## config.mk

```make
export PLATFORM = sky130hd
export DESIGN_NAME = tlp_header_builder_flat
export DESIGN_NICKNAME = d
export VERILOG_FILES = /design/src/rtl/tlp_header_builder_if.sv /design/src/rtl/tlp_header_builder.sv /design/src/flat_wrapper.sv
export SDC_FILE = /design/constraint.sdc
export NUM_CORES = 1
export LEC_CHECK = 0
export ABC_AREA = 1
export ABC_CLOCK_PERIOD_IN_PS = 5300
export CAP_MARGIN = 20
export CORE_MARGIN = 5
export CORE_UTILIZATION = 54
export DETAILED_ROUTE_END_ITERATION = 6
export PLACE_DENSITY = 0.95
export RECOVER_POWER = 100
export SLEW_MARGIN = 20
export SYNTH_ARGS = -nofsm -noshare
export SYNTH_HDL_FRONTEND = slang
export SYNTH_SLANG_ARGS = --single-unit
export TNS_END_PERCENT = 20
```

## constraint.sdc

```tcl
create_clock -name clk -period 5.3 [get_ports clk]
set_input_delay 1.59 -clock clk [delete_from_list [all_inputs] [get_ports clk]]
set_output_delay 1.59 -clock clk [all_outputs]
set_load 0.03 [all_outputs]
```

## src/rtl/tlp_header_builder_if.sv

```systemverilog
// Request and TX stream bundles for the TLP header builder.
// Each bundle has a master (driver) and a slave (receiver) modport.
interface tlp_req_if;
  logic        req_valid;
  logic        req_ready;
  logic [9:0]  req_type;
  logic [31:0] req_addr;
  logic [9:0]  req_length;
  logic [7:0]  req_tag;
  logic [15:0] req_requester_id;
  logic [31:0] req_data;

  modport master (
    output req_valid, req_type, req_addr, req_length, req_tag, req_requester_id, req_data,
    input  req_ready
  );
  modport slave (
    input  req_valid, req_type, req_addr, req_length, req_tag, req_requester_id, req_data,
    output req_ready
  );
endinterface

interface tlp_tx_if;
  logic [31:0] tx_data;
  logic        tx_valid;
  logic        tx_ready;
  logic        tx_sop;
  logic        tx_eop;

  modport master (
    output tx_data, tx_valid, tx_sop, tx_eop,
    input  tx_ready
  );
  modport slave (
    input  tx_data, tx_valid, tx_sop, tx_eop,
    output tx_ready
  );
endinterface

```

## src/rtl/tlp_header_builder.sv

```systemverilog
// Builds a 3DW PCIe TLP header (plus optional 1DW payload) from a one-hot
// request kind and streams it as 32-bit beats over valid/ready.
module tlp_header_builder #(
  parameter logic [15:0] COMPLETER_ID = 16'h0000,
  parameter logic [2:0]  TC           = 3'b000
) (
  input  logic        clk,
  input  logic        rst_n,
  tlp_req_if.slave    req,
  tlp_tx_if.master    tx,
  output logic        err_type,
  output logic [15:0] tlp_count
);

  localparam int unsigned DW_W  = 32;
  localparam int unsigned LEN_W = 10;

  typedef enum logic [2:0] {IDLE, H0, H1, H2, DATA} state_t;

  state_t            state;
  logic [DW_W-1:0]   dw1_q;
  logic [DW_W-1:0]   dw2_q;
  logic [DW_W-1:0]   data_q;
  logic              payload_q;

  logic              one_hot_c;
  logic              is_mem_c;
  logic              is_cfg_c;
  logic              is_cpl_c;
  logic              payload_c;
  logic [7:0]        fmt_type_c;
  logic [LEN_W-1:0]  len_c;
  logic [3:0]        last_be_c;
  logic [11:0]       byte_count_c;
  logic [DW_W-1:0]   dw0_c;
  logic [DW_W-1:0]   dw1_c;
  logic [DW_W-1:0]   dw2_c;

  // Header words derived straight from the request inputs; captured on acceptance.
  always_comb begin
    one_hot_c  = (req.req_type != '0) &&
                 ((req.req_type & (req.req_type - LEN_W'(1))) == '0);
    is_mem_c   = |req.req_type[1:0];
    is_cfg_c   = |req.req_type[7:4];
    is_cpl_c   = |req.req_type[9:8];
    payload_c  = req.req_type[3] | req.req_type[5] | req.req_type[7] | req.req_type[9];

    fmt_type_c = 8'h00;
    if      (req.req_type[1]) fmt_type_c = 8'h01;
    else if (req.req_type[2]) fmt_type_c = 8'h02;
    else if (req.req_type[3]) fmt_type_c = 8'h42;
    else if (req.req_type[4]) fmt_type_c = 8'h04;
    else if (req.req_type[5]) fmt_type_c = 8'h44;
    else if (req.req_type[6]) fmt_type_c = 8'h05;
    else if (req.req_type[7]) fmt_type_c = 8'h45;
    else if (req.req_type[8]) fmt_type_c = 8'h0A;
    else if (req.req_type[9]) fmt_type_c = 8'h4A;

    if (is_mem_c)              len_c = req.req_length;
    else if (req.req_type[8])  len_c = LEN_W'(0);
    else                       len_c = LEN_W'(1);

    // len==0 on a memory read means 1024 DW, so it naturally takes last_be=F.
    last_be_c    = (len_c == LEN_W'(1)) ? 4'h0 : 4'hF;
    byte_count_c = req.req_type[9] ? 12'd4 : 12'd0;

    dw0_c = {fmt_type_c, 1'b0, TC, 4'b0000, 6'b000000, len_c};

    if (is_cpl_c) dw1_c = {COMPLETER_ID, 3'b000, 1'b0, byte_count_c};
    else          dw1_c = {req.req_requester_id, req.req_tag, last_be_c, 4'hF};

    if (is_cfg_c)      dw2_c = {req.req_addr[31:16], 4'b0000, req.req_addr[11:2], 2'b00};
    else if (is_cpl_c) dw2_c = {req.req_requester_id, req.req_tag, 1'b0, req.req_addr[6:0]};
    else               dw2_c = {req.req_addr[31:2], 2'b00};
  end

  // Serialiser FSM; every output is a register updated alongside the state.
  always_ff @(posedge clk) begin
    if (!rst_n) begin
      state         <= IDLE;
      req.req_ready <= 1'b0;
      tx.tx_valid   <= 1'b0;
      tx.tx_sop     <= 1'b0;
      tx.tx_eop     <= 1'b0;
      tx.tx_data    <= '0;
      err_type      <= 1'b0;
      tlp_count     <= '0;
      dw1_q         <= '0;
      dw2_q         <= '0;
      data_q        <= '0;
      payload_q     <= 1'b0;
    end else begin
      err_type <= 1'b0;
      case (state)
        IDLE: begin
          req.req_ready <= 1'b1;
          if (req.req_ready && req.req_valid) begin
            dw1_q     <= dw1_c;
            dw2_q     <= dw2_c;
            data_q    <= req.req_data;
            payload_q <= payload_c;
            if (one_hot_c) begin
              state         <= H0;
              req.req_ready <= 1'b0;
              tx.tx_valid   <= 1'b1;
              tx.tx_sop     <= 1'b1;
              tx.tx_eop     <= 1'b0;
              tx.tx_data    <= dw0_c;
            end else begin
              err_type <= 1'b1;
            end
          end
        end
        H0: if (tx.tx_valid && tx.tx_ready) begin
          state      <= H1;
          tx.tx_sop  <= 1'b0;
          tx.tx_data <= dw1_q;
        end
        H1: if (tx.tx_valid && tx.tx_ready) begin
          state      <= H2;
          tx.tx_data <= dw2_q;
          tx.tx_eop  <= !payload_q;
        end
        H2: if (tx.tx_valid && tx.tx_ready) begin
          if (payload_q) begin
            state      <= DATA;
            tx.tx_data <= data_q;
            tx.tx_eop  <= 1'b1;
          end else begin
            state         <= IDLE;
            req.req_ready <= 1'b1;
            tx.tx_valid   <= 1'b0;
            tx.tx_eop     <= 1'b0;
            tx.tx_data    <= '0;
            tlp_count     <= tlp_count + 16'd1;
          end
        end
        DATA: if (tx.tx_valid && tx.tx_ready) begin
          state         <= IDLE;
          req.req_ready <= 1'b1;
          tx.tx_valid   <= 1'b0;
          tx.tx_eop     <= 1'b0;
          tx.tx_data    <= '0;
          tlp_count     <= tlp_count + 16'd1;
        end
        default: state <= IDLE;
      endcase
    end
  end

endmodule

```

## src/flat_wrapper.sv

```systemverilog
// flat-port wrapper written by rule: the top's interface ports become plain ports
module tlp_header_builder_flat 
#(
  parameter logic [15:0] COMPLETER_ID = 16'h0000,
  parameter logic [2:0]  TC           = 3'b000
)
  (clk, rst_n, err_type, tlp_count, req_req_valid, req_req_type, req_req_addr, req_req_length, req_req_tag, req_req_requester_id, req_req_data, req_req_ready, tx_tx_data, tx_tx_valid, tx_tx_sop, tx_tx_eop, tx_tx_ready);
  tlp_req_if req_i ();
  tlp_tx_if tx_i ();
  input  logic clk;
  input  logic rst_n;
  output logic err_type;
  output logic [15:0] tlp_count;
  input wire logic [$bits(req_i.req_valid)-1:0] req_req_valid;
  input wire logic [$bits(req_i.req_type)-1:0] req_req_type;
  input wire logic [$bits(req_i.req_addr)-1:0] req_req_addr;
  input wire logic [$bits(req_i.req_length)-1:0] req_req_length;
  input wire logic [$bits(req_i.req_tag)-1:0] req_req_tag;
  input wire logic [$bits(req_i.req_requester_id)-1:0] req_req_requester_id;
  input wire logic [$bits(req_i.req_data)-1:0] req_req_data;
  output wire logic [$bits(req_i.req_ready)-1:0] req_req_ready;
  output wire logic [$bits(tx_i.tx_data)-1:0] tx_tx_data;
  output wire logic [$bits(tx_i.tx_valid)-1:0] tx_tx_valid;
  output wire logic [$bits(tx_i.tx_sop)-1:0] tx_tx_sop;
  output wire logic [$bits(tx_i.tx_eop)-1:0] tx_tx_eop;
  input wire logic [$bits(tx_i.tx_ready)-1:0] tx_tx_ready;
  assign req_i.req_valid = req_req_valid;
  assign req_i.req_type = req_req_type;
  assign req_i.req_addr = req_req_addr;
  assign req_i.req_length = req_req_length;
  assign req_i.req_tag = req_req_tag;
  assign req_i.req_requester_id = req_req_requester_id;
  assign req_i.req_data = req_req_data;
  assign req_req_ready = req_i.req_ready;
  assign tx_tx_data = tx_i.tx_data;
  assign tx_tx_valid = tx_i.tx_valid;
  assign tx_tx_sop = tx_i.tx_sop;
  assign tx_tx_eop = tx_i.tx_eop;
  assign tx_i.tx_ready = tx_tx_ready;
  tlp_header_builder #(.COMPLETER_ID(COMPLETER_ID), .TC(TC)) u_core (.clk(clk), .rst_n(rst_n), .req(req_i), .tx(tx_i), .err_type(err_type), .tlp_count(tlp_count));
endmodule
```

Word-level counts from Yosys, hierarchy flattened
Index checks and enable logic that the tools add are counted.

word-level totals
  register bits after elaboration = 153
  memories = 0
  RAM bits = 0
  bits in read-only memories = 0
  latch bits = 0
  output and inout bits = 53

cells by class
  add/sub/neg operators = 2
  shifts and indexed selects = 0
  equal/unequal tests = 12
  reduce and logical (&&, ||, !) cells = 24
  mux-type cells = 55
  bitwise operators = 4
  $mul = 0
  $lt $le $gt $ge = 0
  divide/modulo/power cells = 0

operator list
  cell                                                   number
  two-way mux 32 bit                                     10
  case mux 32 bit (5 select lines)                       1
  two-way mux 8 bit                                      8
  two-way mux 16 bit                                     3
  case mux 16 bit (2 select lines)                       1
  two-way mux 3 bit                                      8
  AND reduction 6 bit                                    3
  adder 16 x 1 -> 16 bit, second input constant          1
  two-way mux 1 bit                                      16
  case mux 3 bit (5 select lines)                        1
  inequality test 2 x 1 -> 1 bit, second input constant  6
  AND reduction 4 bit                                    3
  AND 10 bit                                             1
  equality test 10 x 1 -> 1 bit, second input constant   1
  zero test 10 bit                                       1
  two-way mux 10 bit                                     1
  nonzero test 10 bit                                    1
  subtractor 10 x 1 -> 10 bit, second input constant     1
  two-way mux 7 bit                                      1
  AND reduction 7 bit                                    1
  equality test 3 x 2 -> 1 bit, second input constant    2
  case mux 1 bit (3 select lines)                        2
  nonzero test 5 bit                                     1
  two-way mux 4 bit                                      1
  16 further kinds                                       22

Longest topological paths before layout
Gate-level depths: netlist (run 1).

  depth in word-level cells = 12
  gate-level depth with buffers = 14
  mapped depth without buffers = 13

Worst setup path before layout (run 1)
Ideal clock, no wire load.

  kind = input port to flip-flop
  from = input port req_req_type[7]
  to = register u_core.tx.tx_data[0]
  setup slack = 2,451 ps
  arrival time = 2,736 ps
  stages on the path = 11
  setup time = 113 ps
  required time = 5,187 ps
  buffers on the path = 1
  cells stage by stage = nor2_2 -> nand2_2 -> nor2_4 -> a21oi_1 -> nor2_1 -> nand2_2 -> nand2_4 -> nand2_4 -> buf_2 -> o21ai_1 -> nor2_1

on the way
  cells in the longest elaborated chain, start to end = 6

ends and longest elaborated chain
  item                                          line                         RTL
  start, declared                               flat_wrapper.sv:15           input wire logic [$bits(req_i.req_type)-1:0] req_req_type;
  subtractor 10 x 1 -> 10 bit                   tlp_header_builder.sv:42     ((req.req_type & (req.req_type - LEN_W'(1))) == '0);
  AND 10 bit                                    tlp_header_builder.sv:42
  zero test 10 bit                              tlp_header_builder.sv:42
  logical AND 1 bit (*)                         tlp_header_builder.sv:41     one_hot_c = (req.req_type != '0) &&
  inequality test 2 x 1 -> 1 bit (no line) (*)  n/a
  AND reduction 7 bit (no line) (*)             n/a
  end signal, assigned                          tlp_header_builder.sv:108    tx.tx_data <= dw0_c;
  end signal, assigned                          tlp_header_builder.sv:117    tx.tx_data <= dw1_q;
  end signal, assigned                          tlp_header_builder.sv:121    tx.tx_data <= dw2_q;
  end, declared                                 tlp_header_builder_if.sv:31  output tx_data, tx_valid, tx_sop, tx_eop,

Mark *: on every way between the ends. The rest lies on a longest branch, timed or not.
A chain may end at the register's enable or synchronous reset.

Worst setup path in the final report (run 1)
  from = input port req_req_type[5]
  to = register u_core.tx.tx_data[23]

The elaborated chain is that of the path after synthesis.

==> flow_summary.toml, run 1 <==
[run_status]
status = "finished, violations left"
violations = "max-capacitance violations, max-slew violations"

[placed_design]
numPortBuffers = 164
hpwl_um = 13860
gp_congestion = 0.8973
place_area_mm2 = 0.008568

[synthesis]
synthMuxAreaShare_pct = 0
synthXorXnorAreaFrac_pct = 0.2512
ys.flop_type = "dfxtp_1"
postSynthAreaPerCell_um2 = 7.130
synth.largest_area_cell = "dfxtp_1"
synth.net_count = 1091
synthSimpleGateAreaFrac_pct = 27.74
async_reset_ff_share_pct = 0
syn-cell-area_mm2 = 0.006973
synth_adder_area_share_pct = 0.1794
synth_seq_area_share_pct = 42.49
synth_cell_types = 42
synth_compound_area_share_pct = 19.63
synth_area_leaders = "dfxtp_1 (42%), nand2_1 (11%), a21oi_1 (6.2%)"
ys_ff_latch = 148
synth_top_family_by_area = "simple AND/OR/NAND/NOR gates"
yosysWarnings = 0
synth_edf_count = 0
synthCells = 978
yosysTopAreaCellShare_pct = 42.49

[drt]
avgRoutedWirePerCell_um = 16.40
vias = 7257
vias_per_cell = 5.604
first_pass_iters = 6
drc_errors = 0
first_iter_violations = 845
topRoutingLayerUsed = "met4"
wl_um = 21240
dr_wl_met3_um = 2070
m1WireLength_um = 8180
dr_wl_met2_um = 10090
antenna_left = 0

[run]
drv_cap = 2

[worst_setup_path]
r2r_cells = 7
worstSetupPathType = "primary input to register"
required_ns = 5.66
crit_fanout = 32
end_kind = "register"
cp-start-kind = "primary input"
cp.arrival_ns = 4.76

[clock_network]
clock-sinks = 148
cts_tree = "yes"
cts.path.max_buffers = 2
cts-root-buf = "clkbuf_16"
cts_resized = 0
clk_latency_ns = 0.43
path_clk_slew_ns = 0.07
h-tree-depth = 4
cts_buffers = 17
post-cts-setup-buffers = 0
ctsHoldBuffers = 0

[pwr]
power.leakage_nw = 3.714
p_per_area_mw_per_mm2 = 508.7
vdd_drop_max_mv = 0.2319

[global_routing]
grt_pass1_wl_um = 33750
antenna_found_initial = 0
track_usage_pct = 27.91
grt_overflow = 0
first_global_vias = 7069
grt_start_max_net_pins = 60

[sta]
period_share_pct = 83.18
skew_ns = 0.009332
fin_crit_ns = 4.409
slew_viol_final = 99
setup_viol = 0
max_freq_ghz = 0.2268
maxSlewHeadroom_pct = -52.00
tightest_slew_ns = 2.280
hold_viol = 0
grt_setup_unrepaired = "false"
fin_tns_setup_ns = 0

[final_layout]
num-nets-final = 1223
fillers = 980
area_growth_syn_to_layout_pct = 29.48
antenna_cells = 0
drive_above_1_share_pct = 6.411
fin_area_mm2 = 0.009029

[floorplanning]
die_w_um = 123.6
ios = 165
die_h_um = 123.6
start_util_pct = 55.25
core_mm2 = 0.01262
fp-row-count = 41
dieArea_mm2 = 0.01529

[hold_path]
holdPathStages = 2
min-delay-path-class = "register to register"
critical path: stages:
cell and delay (ns):
clkdlybuf4s50_1 0.46, nor2_1 0.24, nand2_2 0.08, nor2_1 0.80, a21oi_1 0.14, nor2_1 0.16, nand2_1 0.12, nand2_1 0.23
nand2_4 0.33, inv_6 0.38, nor2_1 0.09, nor2_1 0.12
routing by layer:
metal / vias up / GRT usage, %
met5: - / 0
li1: 3463 / -
met1: 3311 / 32.73
met2: 404 / 45.59
met3: 79 / 7.947
met4: 0 / 16.06
report_power, final:
group | total [W] | switching [W] | internal [W]
combinational | 0.00176 | 0.00119 | 0.000573
clock | 0.00123 | 0.000521 | 0.000708
sequential | 0.00161 | 0.000177 | 0.00143
registers in the layout, indices dropped and copies added, names as in the netlist, 3 cells and up:
| register | count |
|---|---|
| u_core.tlp_count | 16 |
| u_core.data_q | 32 |
| u_core.dw1_q | 27 |
| u_core.state | 3 |
| u_core.tx.tx_data | 32 |
| u_core.dw2_q | 32 |
placed cells by master (no fill, tap or decap), drive strengths merged:
cell | Yosys | layout
a2111oi | 1 | 1
a21oi | 87 | 87
xor2 | 2 | 2
or2 | 1 | 1
nor3 | 5 | 5
a41oi | 1 | 1
clkdlybuf4s50 | 0 | 108
o211ai | 39 | 39
nor4 | 1 | 1
a31oi | 1 | 1
dlygate4sd3 | 0 | 55
o2111ai | 1 | 1
a211oi | 2 | 2
clkinv | 0 | 5
o21a | 1 | 1
nand2 | 219 | 219
nand4 | 6 | 6
o21ai | 105 | 105
ha | 1 | 1
inv | 97 | 102
o221ai | 1 | 1
bufinv | 0 | 2
nor2 | 137 | 137
clkbuf | 30 | 21
clkinvlp | 0 | 3
a221oi | 2 | 2
buf | 27 | 3
nand3 | 61 | 61
dfxtp | 148 | 148
o31ai | 1 | 1
o21bai | 1 | 1
cell usage after synthesis, types with 2 or more instances:
master,number
a221oi_1,2
a21oi_1,87
dfxtp_1,148
clkbuf_1,30
xor2_1,2
buf_2,18
nor2_2,34
buf_4,4
nor2_4,6
inv_2,7
o21ai_1,33
nand4_1,5
nand3_2,2
nor2_1,97
inv_1,89
o21ai_0,72
o211ai_1,39
nor3_1,4
nand3_1,58
nand2_2,7
nand2_1,208
nand2_4,4
buf_12,3
cells by family (layout without fill, tap and decap cells):
family	Yosys count	in the layout
XOR/XNOR	2	2
AND/OR/NAND/NOR	430	430
AO/OA/AOI/OAI	243	243
buffers and inverters	154	299
adder cells (fa/ha/maj)	1	1
flip-flops	148	148
path summary, 6_finish.rpt:
path                           startpoint                                  to  slack, ns
max                       req_req_type[5]  u_core.tx.tx_data[23]$_SDFFE_PN0P_       0.89
min reg2reg  u_core.dw2_q[3]$_SDFFE_PN0P_        u_core.dw2_q[3]$_SDFFE_PN0P_       0.45
min          u_core.dw2_q[3]$_SDFFE_PN0P_        u_core.dw2_q[3]$_SDFFE_PN0P_       0.45
max reg2reg  u_core.state[0]$_SDFFE_PN0P_        u_core.dw2_q[7]$_SDFFE_PN0P_       2.14
through the flow:
step           setup WS (ns)  power [W]  hold WS, ns  util (%)  instances
2_1_floorplan          2.451   0.002923       0.4245         -        978
3_3_place_gp           1.220   0.003418       0.4360     67.90       1263
3_5_place_dp           1.136   0.003466       0.4453     67.90       1263
4_1_cts                1.583   0.004692       0.4537     72.65       1295
5_1_grt               0.7021   0.004835       0.4748     71.54       1295
6_report              0.8915   0.004593       0.4519     71.54       1295
area by class of cell:
type	count	area (um2)	area share [%]
Tap cell	172	215.2	2.384
Clock buffer	17	425.4	4.712
Clock inverter	15	173.9	1.926
Sequential cell	148	2963	32.82
Inverter	97	370.4	4.102
Multi-Input combinational cell	676	3211	35.56
Timing Repair Buffer	170	1670	18.50
Note: power is estimated with default switching activity, not from simulation.
==> run 2, diff against run 1 <==
ABC_CLOCK_PERIOD_IN_PS = 4400   (was 5300)
CORE_UTILIZATION = 50   (was 54)
PLACE_DENSITY = 0.91   (was 0.95)
clock period = 4.4 ns   (was 5.3 ns; I/O delays follow)
==> run 2 against run 1 <==
Effect of this change: count of clock-buffer cells in the layout is 5 higher; sequential power is 20% higher; total power is 24% higher; the run now ends clean; via count is 1.3% lower; final area is 1.2% higher; non-clock buffer count is 2 higher; routed wire length is 0.20% higher; setup slack worse by 0.22 ns.
==> flow_summary.toml, run 2 (synthesis results as in run 1) <==
[run_status]
status = "complete, no violations"

[global_routing]
grt_start_max_net_pins = 84
track_usage_pct = 25.96
grt_overflow = 0
antenna_found_initial = 0
grt_pass1_wl_um = 34290
first_global_vias = 6981

[clock_network]
cts-root-buf = "clkbuf_16"
path_clk_slew_ns = 0.06
cts_tree = "yes"
cts.path.max_buffers = 2
clk_latency_ns = 0.42
h-tree-depth = 4
clock-sinks = 148
cts_resized = 0
ctsHoldBuffers = 0
cts_buffers = 17
post-cts-setup-buffers = 0

[final_layout]
drive_above_1_share_pct = 6.311
num-nets-final = 1225
largest_registers = "u_core.data_q (32), u_core.dw2_q (32), u_core.tx.tx_data (32)"
layout_common_cells = "nand2_1 (208), dfxtp_1 (148), nor2_1 (127)"
fillers = 1202
final_cells = 1305
final_common_cell = "nand2_1"
antenna_cells = 0
final_util_pct = 66.32
area_growth_syn_to_layout_pct = 30.99

[floorplanning]
die_w_um = 128.1
core_mm2 = 0.01377
dieArea_mm2 = 0.01641
die_h_um = 128.1
fp-row-count = 43
ios = 165
start_util_pct = 50.63

[worst_setup_path]
cp-start-kind = "primary input"
required_ns = 4.74
end_kind = "register"
crit_fanout = 26
cp.arrival_ns = 4.07
worstSetupPathType = "primary input to register"

[pwr]
p_sw_w = 0.002214
vdd_drop_max_mv = 0.3286
p_sw_share_pct = 38.84
power_frac_seq_pct = 34.0
p_int_w = 0.003485
pwr-share-clk_pct = 28.8
comb_power_share_pct = 37.2
power.leakage_nw = 3.768
p_per_area_mw_per_mm2 = 624.0

[drt]
vias = 7163
vias_per_cell = 5.489
wl_um = 21280
first_iter_violations = 740
antenna_left = 0
drc_errors = 0
first_pass_iters = 5
avgRoutedWirePerCell_um = 16.31

[placed_design]
numPortBuffers = 164
hpwl_um = 13880
gp_congestion = 0.8493
dp_cells = 1273

[sta]
period_share_pct = 84.68
max_freq_ghz = 0.2684
maxSlewHeadroom_pct = 10.65
skew_ns = 0.006292
setup_viol = 0
hold_viol = 0
fin_tns_setup_ns = 0
tightest_slew_ns = 1.340
grt_setup_unrepaired = "false"
fin_crit_ns = 3.726
slew_viol_final = 0

[run]
drv_cap = 0

[hold_path]
min-delay-path-class = "register to register"
-- run 2: changes by cell type in the layout (fill, tap and decap cells not counted), moves of 2 or more --
cell,delta
bufinv_16,+3
clkbuf_8,+4
clkinv_2,-2
clkinvlp_4,-2
inv_6,-2
inv_8,-3
nand2_1,-2
nor2_1,+5
nor2_2,-4
-- run 2: power groups by stage --
stage	clock network (W)	registers, W	logic (W)
detailed placement	0	0.00198	0.00220
CTS	0.00166	0.00196	0.00223
global route	0.00172	0.00197	0.00232
floorplan	0	0.00220	0.00133
global placement	0	0.00197	0.00215
finish	0.00164	0.00194	0.00212
-- run 2: final timing paths --
kind                                       end                          start  slack [ns]  cells after the start
max              u_core.dw1_q[20]$_SDFFE_PN0P_                req_req_type[8]        0.67                      7
max reg2reg  u_core.tlp_count[13]$_SDFFE_PN0P_   u_core.state[2]$_SDFFE_PN0P_        1.62                     10
min              u_core.tx.tx_sop$_SDFFE_PN0P_  u_core.tx.tx_sop$_SDFFE_PN0P_        0.45                      2
min reg2reg      u_core.tx.tx_sop$_SDFFE_PN0P_  u_core.tx.tx_sop$_SDFFE_PN0P_        0.45                      2
-- run 2: area by class of cell --
| cell class | count | area (um2) | share of cell area (%) |
|---|---|---|---|
| clock inverters | 10 | 192.7 | 2.110 |
| flip-flops and latches | 148 | 2963 | 32.44 |
| clock buffers | 22 | 484.2 | 5.301 |
| repair buffers | 172 | 1700 | 18.62 |
| inverters | 97 | 370.4 | 4.055 |
| multi-input cells | 676 | 3198 | 35.01 |
| well taps | 180 | 225.2 | 2.466 |
-- run 2: layer usage --
metal	wire length, um	track usage, %
met5	0	0
met4	619	12.30
met3	2058	6.708
met2	10090	42.51
met1	8510	31.86
-- run 2: worst max-delay path: stages --
cell           delay (ns)
dlygate4sd3_1        0.61
nor2_1               0.42
inv_2                0.12
buf_4                0.25
nor2_2               0.94
nand2_1              0.19
a21oi_1              0.20
-- run 2: per-stage QoR --
| stage | area [um2] | power (W) | hold WS [ns] | worst slack [ns] |
|---|---|---|---|---|
| 6_report | 9134 | 0.005699 | 0.4473 | 0.6741 |
| 5_1_grt | 9134 | 0.006009 | 0.4704 | 0.4626 |
| 4_1_cts | 9280 | 0.005850 | 0.4507 | 1.064 |
| 3_5_place_dp | 8603 | 0.004181 | 0.4417 | 0.6843 |
| 3_3_place_gp | 8603 | 0.004118 | 0.4398 | 0.7218 |
| 2_1_floorplan | 6973 | 0.003521 | 0.4245 | 1.821 |
==> run 3, diff against run 2 <==
ABC_CLOCK_PERIOD_IN_PS = 3800   (was 4400)
clock period = 3.8 ns   (was 4.4 ns; I/O delays follow)
==> run 3 against run 2 <==
Effect of this change: the flow now finishes with violations (max-capacitance violations, max-slew violations); register-to-register slack lost 0.94 ns; first-iteration DRC count shrank 0.27%; utilization shrank 0.60 points; sequential power grew 15%; flip-flop and latch count is the same; count of clock-buffer cells in the layout is the same; largest cell class unchanged; largest power group unchanged; highest routed layer unchanged.
==> flow_summary.toml, run 3 (synthesis results as in run 1) <==
[sta]
fin_tns_setup_ns = 0
max_freq_ghz = 0.3025
hold_viol = 0
fin_crit_ns = 3.306
tightest_slew_ns = 1.537
maxSlewHeadroom_pct = -2.454
period_share_pct = 86.99
slew_viol_final = 37
setup_viol = 0
skew_ns = 0.007578
grt_setup_unrepaired = "false"

[global_routing]
grt_overflow = 0
grt-busiest-layer = "met2"
track_usage_pct = 25.52
grt_pass1_wl_um = 33740
grt_use_met1_pct = 31.67
first_global_vias = 6808
met2_usage_pct = 41.87
grt_start_max_net_pins = 113
antenna_found_initial = 0
use_met3_pct = 7.208

[clock_network]
cts-root-buf = "clkbuf_16"
cts_resized = 0
cts.path.max_buffers = 2
path_clk_slew_ns = 0.06
ctsHoldBuffers = 0
cts_buffers = 17
h-tree-depth = 4
clock-sinks = 148
cts_tree = "yes"
post-cts-setup-buffers = 0
clk_latency_ns = 0.43

[pwr]
p_sw_share_pct = 40.69
power.leakage_nw = 3.706
p_per_area_mw_per_mm2 = 692.9
comb_power_share_pct = 39.2
p_sw_w = 0.002552
vdd_drop_max_mv = 0.3579
finalPower_w = 0.006272
pwr-share-clk_pct = 25.2
power_frac_seq_pct = 35.6
p_int_w = 0.003720

[worst_setup_path]
end_kind = "register"
cpLargestDelayFamily = "simple AND/OR/NAND/NOR gates"
crit_path_max_incr_delay_ns = 0.63
crit_path_cell_trace = "dlygate4sd3_1 > nor2_4 > nand2_1 > a21oi_1 > nand2_1 > nor2_1 > nand2_1 > nand2_4 > nand2_4 > inv_6 > nor2_1 > nor2_1"
cp-start-kind = "primary input"
worstSetupPathType = "primary input to register"
r2r_cells = 9
cp.arrival_ns = 3.66
crit_slowest_cell = "dlygate4sd3_1"
r2r_slack_ns = 0.68
path_buf_inv = 2
crit_fanout = 32
worst-path-stages = 12
required_ns = 4.16

[final_layout]
final_common_cell = "nand2_1"
area_growth_syn_to_layout_pct = 29.80
drive_above_1_share_pct = 6.294
largest_registers = "u_core.data_q (32), u_core.dw2_q (32), u_core.tx.tx_data (32)"
fillers = 1193
antenna_cells = 0
num-nets-final = 1228
layout_common_cells = "nand2_1 (210), dfxtp_1 (148), nor2_1 (128)"

[run_status]
violations = "max-capacitance violations, max-slew violations"
status = "finished, violations left"

[placed_design]
gp_congestion = 0.9236
hpwl_um = 14190
numPortBuffers = 164

[floorplanning]
fp-row-count = 43
ios = 165
die_w_um = 128.1
start_util_pct = 50.63
die_h_um = 128.1
dieArea_mm2 = 0.01641
core_mm2 = 0.01377

[hold_path]
min-delay-path-class = "register to register"
holdPathStages = 2

[drt]
antenna_left = 0
first_pass_iters = 5
vias = 7163
drc_errors = 0
first_iter_violations = 738
vias_per_cell = 5.476
avgRoutedWirePerCell_um = 16.14
wl_um = 21120

[run]
drv_cap = 1
## run 3: changes by cell type in the layout (fill, tap and decap cells not counted), sizes merged, moves of 2 or more
cell / change
bufinv: -5
clkinvlp: +3
buf: +4
dlygate4sd3: -2
clkdlybuf4s50: +2
## run 3: final cells by class
| type | count | area [um2] | area share (%) |
|---|---|---|---|
| Clock buffer | 22 | 494.2 | 5.460 |
| Clock inverter | 10 | 71.32 | 0.7879 |
| Inverter | 97 | 370.4 | 4.092 |
| Multi-Input combinational cell | 676 | 3202 | 35.37 |
| Sequential cell | 148 | 2963 | 32.73 |
| Tap cell | 180 | 225.2 | 2.488 |
| Timing Repair Buffer | 175 | 1725 | 19.06 |
## run 3: worst paths after layout
kind	start	end
setup / recovery	req_req_type[1]	u_core.tx.tx_data[7]$_SDFFE_PN0P_
hold reg to reg	u_core.tx.tx_sop$_SDFFE_PN0P_	u_core.tx.tx_sop$_SDFFE_PN0P_
setup reg to reg	u_core.state[2]$_SDFFE_PN0P_	u_core.tlp_count[11]$_SDFFE_PN0P_
hold / removal	u_core.tx.tx_sop$_SDFFE_PN0P_	u_core.tx.tx_sop$_SDFFE_PN0P_
## run 3: power groups by stage
stage	combinational [W]	sequential, W	clock, W
floorplan	0.00154	0.00254	0
global placement	0.00250	0.00228	0
detailed placement	0.00257	0.00229	0
CTS	0.00260	0.00226	0.00159
global route	0.00269	0.00228	0.00166
finish	0.00246	0.00223	0.00158
## run 3: routing by layer
layer | routed length, um | up-vias | share of wire [%]
li1 | - | 3479 | -
met1 | 8524 | 3289 | 40
met2 | 10030 | 343 | 48
met3 | 1994 | 52 | 9.4
met4 | 565 | 0 | 2.7
met5 | 0 | - | 0
## run 3: worst reg2reg max path: cells and delay by family, from the launching register on
kind,cells,cell delay [ns]
buffers and inverters,2,0.39
and+or+nand+nor,5,1.69
DFF,1,0.58
AOI/OAI and AO/OA,2,0.33
## run 3: through the flow
stage          std cells  cell area [um2]  worst slack (ns)  util (%)  hold slack [ns]
2_1_floorplan        978             6973             1.401         -           0.4245
3_3_place_gp        1276             8626            0.3686     62.63           0.4390
3_5_place_dp        1276             8626            0.2340     62.63           0.4428
4_1_cts             1308             9191            0.6464     66.73           0.4510
5_1_grt             1308             9051            0.2803     65.72           0.4689
6_report            1308             9051            0.4945     65.72           0.4525
